File: config.mk
export PLATFORM = sky130hd
export DESIGN_NAME = hazard_scoreboard
export DESIGN_NICKNAME = d
export VERILOG_FILES = /design/src/rtl/hazard_scoreboard.sv
export SDC_FILE = /design/constraint.sdc
export NUM_CORES = 1
export LEC_CHECK = 0
export BUFFER_PORTS_ARGS = -buffer_cell sky130_fd_sc_hd__buf_2
export CAP_MARGIN = 15
export CORE_MARGIN = 2
export CORE_UTILIZATION = 30
export DETAILED_ROUTE_END_ITERATION = 16
export PLACE_DENSITY = 0.52
export SLEW_MARGIN = 40
export SYNTH_ARGS = -nofsm -noshare
export SYNTH_HDL_FRONTEND = slang
export SYNTH_SLANG_ARGS = --single-unit
File: constraint.sdc
create_clock -name clk -period 2.5 [get_ports clk]
set_input_delay 0.5 -clock clk [delete_from_list [all_inputs] [get_ports clk]]
set_output_delay 0.5 -clock clk [all_outputs]
set_load 0.02 [all_outputs]
File: src/rtl/hazard_scoreboard.sv
// Issue-side hazard tracker for the ID stage: counts cycles until each in-flight
// destination is obtainable and holds ID while a used source is still pending.
module hazard_scoreboard #(
  parameter int NREG     = 16,
  parameter int LOAD_LAT = 1,
  parameter int WB_LAT   = 3
) (
  input  logic            clk,
  input  logic            rst,
  input  logic            id_valid,
  input  logic [3:0]      src1,
  input  logic            src1_used,
  input  logic [3:0]      src2,
  input  logic            src2_used,
  input  logic [3:0]      id_dest,
  input  logic            id_wb_en,
  input  logic            id_is_load,
  input  logic            fwd_en,
  input  logic            freeze,
  output logic            hazard,
  output logic            issue,
  output logic [NREG-1:0] reg_busy,
  output logic [15:0]     stall_count
);

  localparam logic [1:0] LOAD_CNT = 2'(LOAD_LAT);
  localparam logic [1:0] WB_CNT   = 2'(WB_LAT);

  logic [1:0] cnt [NREG];
  logic [1:0] new_cnt;

  // Hazard looks only at the counts before this edge, so a self-dependency
  // waits on the old producer and never on its own fresh entry.
  assign hazard = id_valid & ((src1_used & (cnt[src1] != 2'd0)) |
                              (src2_used & (cnt[src2] != 2'd0)));
  assign issue  = id_valid & ~hazard & ~freeze;

  assign new_cnt = fwd_en ? (id_is_load ? LOAD_CNT : 2'd0) : WB_CNT;

  always_comb begin
    reg_busy = '0;
    for (int r = 0; r < NREG; r++) begin
      reg_busy[r] = (cnt[r] != 2'd0);
    end
  end

  // The issuing instruction simply overwrites its destination entry; in-order
  // execution plus MEM-over-WB forwarding priority makes older entries moot.
  always_ff @(posedge clk) begin
    if (rst) begin
      for (int r = 0; r < NREG; r++) begin
        cnt[r] <= 2'd0;
      end
      stall_count <= 16'd0;
    end else if (!freeze) begin
      for (int r = 0; r < NREG; r++) begin
        if (issue && id_wb_en && (id_dest == 4'(r))) begin
          cnt[r] <= new_cnt;
        end else if (cnt[r] != 2'd0) begin
          cnt[r] <= cnt[r] - 2'd1;
        end
      end
      if (hazard && (stall_count != 16'hFFFF)) begin
        stall_count <= stall_count + 16'd1;
      end
    end
  end

endmodule

==> flow_metrics.tcl <==
set metrics [dict create \
    synth_top_family_by_area "simple AND/OR/NAND/NOR gates" \
    drtPass1Iterations 5 \
    antenna_cells 0 \
    synth.yosys.seq_area_share_pct 36.06 \
    setup_violations 56 \
    hold_viol_final 0 \
    syn_to_final_growth_pct 35.99 \
    first_iter_violations 177 \
    gp_congestion 0.8741 \
    tritoncts "built" \
    muxShareOfSynthArea_pct 9.472 \
    viasPerCell 5.332 \
    dieArea_mm2 0.01273 \
    critPathKind "reg2out" \
    clkSlewWorstSetupHoldPaths_ns 0.07 \
    postCtsHoldBufs 0 \
    synth-simple-area-share_pct 22.54 \
    grtUsageTotal_pct 16.63 \
    portBuffers 54 \
    crit_path_end_kind "output pin" \
    grt_first_pass_wirelength_um 17080 \
    timing.fmax_mhz 365.7 \
    clock_path_buffers 2 \
    syn-cell-area_mm2 0.003553 \
    clock-sinks 48 \
    num_rows 39 \
    worst_pin_slew_ns 0.7349 \
    synth_compound_area_share_pct 17.32 \
    nNetsFinal 550 \
    hold_ws_ns 0.5044 \
    hp-class "reg2reg" \
    cts_inserted_buffers 5 \
    clock_skew_ns 0.005760 \
    yosysTopAreaCellShare_pct 27.04 \
    rsz0062_at_grt "yes" \
    yosys-top-cells-count "57 x inv_1, 32 x edfxtp_1, 32 x nor3_1" \
    grt-ovfl-total 0 \
    final_max_slew_viol_count 0 \
    final_antenna_net_count 0 \
    ys_warn_count 0 \
    maxSlewHeadroom_pct 50.95 \
    routedWlPerCell_um 16.28 \
    drive_above_1_share_pct 38.01 \
    grt_pass1_vias 3344 \
    cp-start-kind "register" \
    synth.area.top_cells "edfxtp_1 27%, dfxtp_1 9.0%, mux2_2 7.9%" \
    ios 55 \
    cts_root_buf "clkbuf_16" \
    yosys.area_share.adder_pct 5.986 \
    power.density_mw_per_mm2 497.3 \
    period_minus_slack_ns 2.734 \
    drv_cap 0 \
    antenna_found_initial 0 \
    grt_start_max_net_pins 36 \
    ys_types 45 \
    die_h_um 112.8 \
    yosysTopAreaCell "edfxtp_1" \
    htreeDepth 2 \
    synth-edff-count 32 \
    crit_required_ns 2.00 \
    vias 3498 \
    drc 0 \
    tns_ns -3.422 \
    crit_fanout 5 \
    p_leak_nw 2.063 \
    status "finished, violations left" \
    yosys_most_used_dff "edfxtp_1" \
    fin_util_pct 42.14 \
    die_w_um 112.8 \
    dp_hpwl_um 7933 \
    worstSkewPairLatency_ns 0.29 \
    start_util_pct 30.99 \
    core_mm2 0.01147 \
    async_flop_share_pct 0 \
    setup_ws_ns -0.2343 \
    synth_cells 410 \
    syn-num-nets 448 \
    syn_area_per_cell_um2 8.667 \
    yosys_register_bits 48 \
    synth_xor_area_share_pct 0 \
    wirelength_um 10680 \
    violations "setup timing" \
    synth_most_common_cell "inv_1" \
    peakVddDrop_mv 0.2657 \
    arrival_ns 2.23 \
    post-route-period-util_pct 109.4 \
]
[layout by cell type (no fill, tap or decap), types with 4 or more instances in the layout]
cell type   n
inv_1      56
buf_4      54
buf_2      52
edfxtp_1   32
nor3_1     30
nor2_1     28
o21ai_0    19
mux2_2     19
ha_1       17
dfxtp_1    16
nand2_1    12
a21oi_1    11
o221ai_1   10
nand2b_1    9
o211ai_1    9
or3_1       9
nand4_1     9
buf_6       9
nand3_1     8
nor2b_1     7
mux2_4      6
and2_1      5
clkbuf_16   5
o2111ai_1   4
and3_1      4
o221ai_2    4
a21oi_2     4
[per-stage QoR]
step	setup slack [ns]	cell area [um^2]	total power, mW	cells
6_report	-0.2343	4832	2.403	656
3_5_place_dp	-0.4142	4360	1.657	640
4_1_cts	-0.2390	4710	2.401	655
5_1_grt	-0.2763	4832	2.533	656
3_3_place_gp	-0.3942	4360	1.647	640
2_1_floorplan	-0.08270	3596	1.373	410
[kinds of logic (layout without fill, tap and decap cells)]
group / count (synthesis) / count (layout)
DFF: 48 / 48
adders and majority gates: 17 / 17
buffers and inverters: 79 / 181
muxes: 28 / 28
AOI/OAI and AO/OA: 87 / 87
and+or+nand+nor: 151 / 152
[routing by layer]
metal | global-route usage, % | up-vias | routed length (um)
li1 | - | 1722 | -
met1 | 23.63 | 1671 | 5084
met2 | 27.11 | 95 | 4917
met3 | 2.089 | 10 | 571
met4 | 3.740 | 0 | 109
met5 | 0 | - | 0
[power by group]
group / switching (mW) / total (mW) / internal, mW
clock network: 0.304 / 0.673 / 0.369
registers: 0.0367 / 0.960 / 0.923
logic: 0.433 / 0.770 / 0.337
[path summary, 6_finish.rpt]
path	startpoint	endpoint	slack (ns)	cells past startpoint
max reg2reg	cnt[10][1]$_SDFFCE_PP0P_	cnt[8][0]$_SDFFCE_PN0P_	-0.14	9
min	stall_count[3]$_SDFFE_PP0P_	stall_count[3]$_SDFFE_PP0P_	0.50	2
max	cnt[10][1]$_SDFFCE_PP0P_	hazard	-0.23	8
min reg2reg	stall_count[3]$_SDFFE_PP0P_	stall_count[3]$_SDFFE_PP0P_	0.50	2
[layout make-up]
| cell class | count | area (um^2) |
|---|---|---|
| repair buffers | 115 | 767.0 |
| well taps | 143 | 178.9 |
| inverters | 58 | 230.2 |
| multi-input cells | 284 | 2231 |
| clock buffers | 5 | 125.1 |
| clock inverters | 3 | 18.77 |
| flip-flops and latches | 48 | 1281 |
| fillers | 1153 | 6635 |
[sequential cells by signal (all words and copies together) (netlist names)]
name and count:
stall_count 16, cnt 32
[worst max-delay path, cell delays in order (launching register included)]
cell	delay, ns
edfxtp_1	0.35
nor2_1	0.10
mux4_2	0.45
and3_1	0.15
a2111o_1	0.41
buf_6	0.15
nand2_4	0.08
and2_4	0.15
buf_6	0.11
[timing repair]
action | CTS | global route
pin swaps | 13 | 4
resized for setup | 40 | 20
endpoints found under the setup margin | 76 | 81
setup buffers | 8 | 1
gates cloned | 1 | 0
hold endpoints to repair | 0 | 0
(Power assumes the default switching activity.)
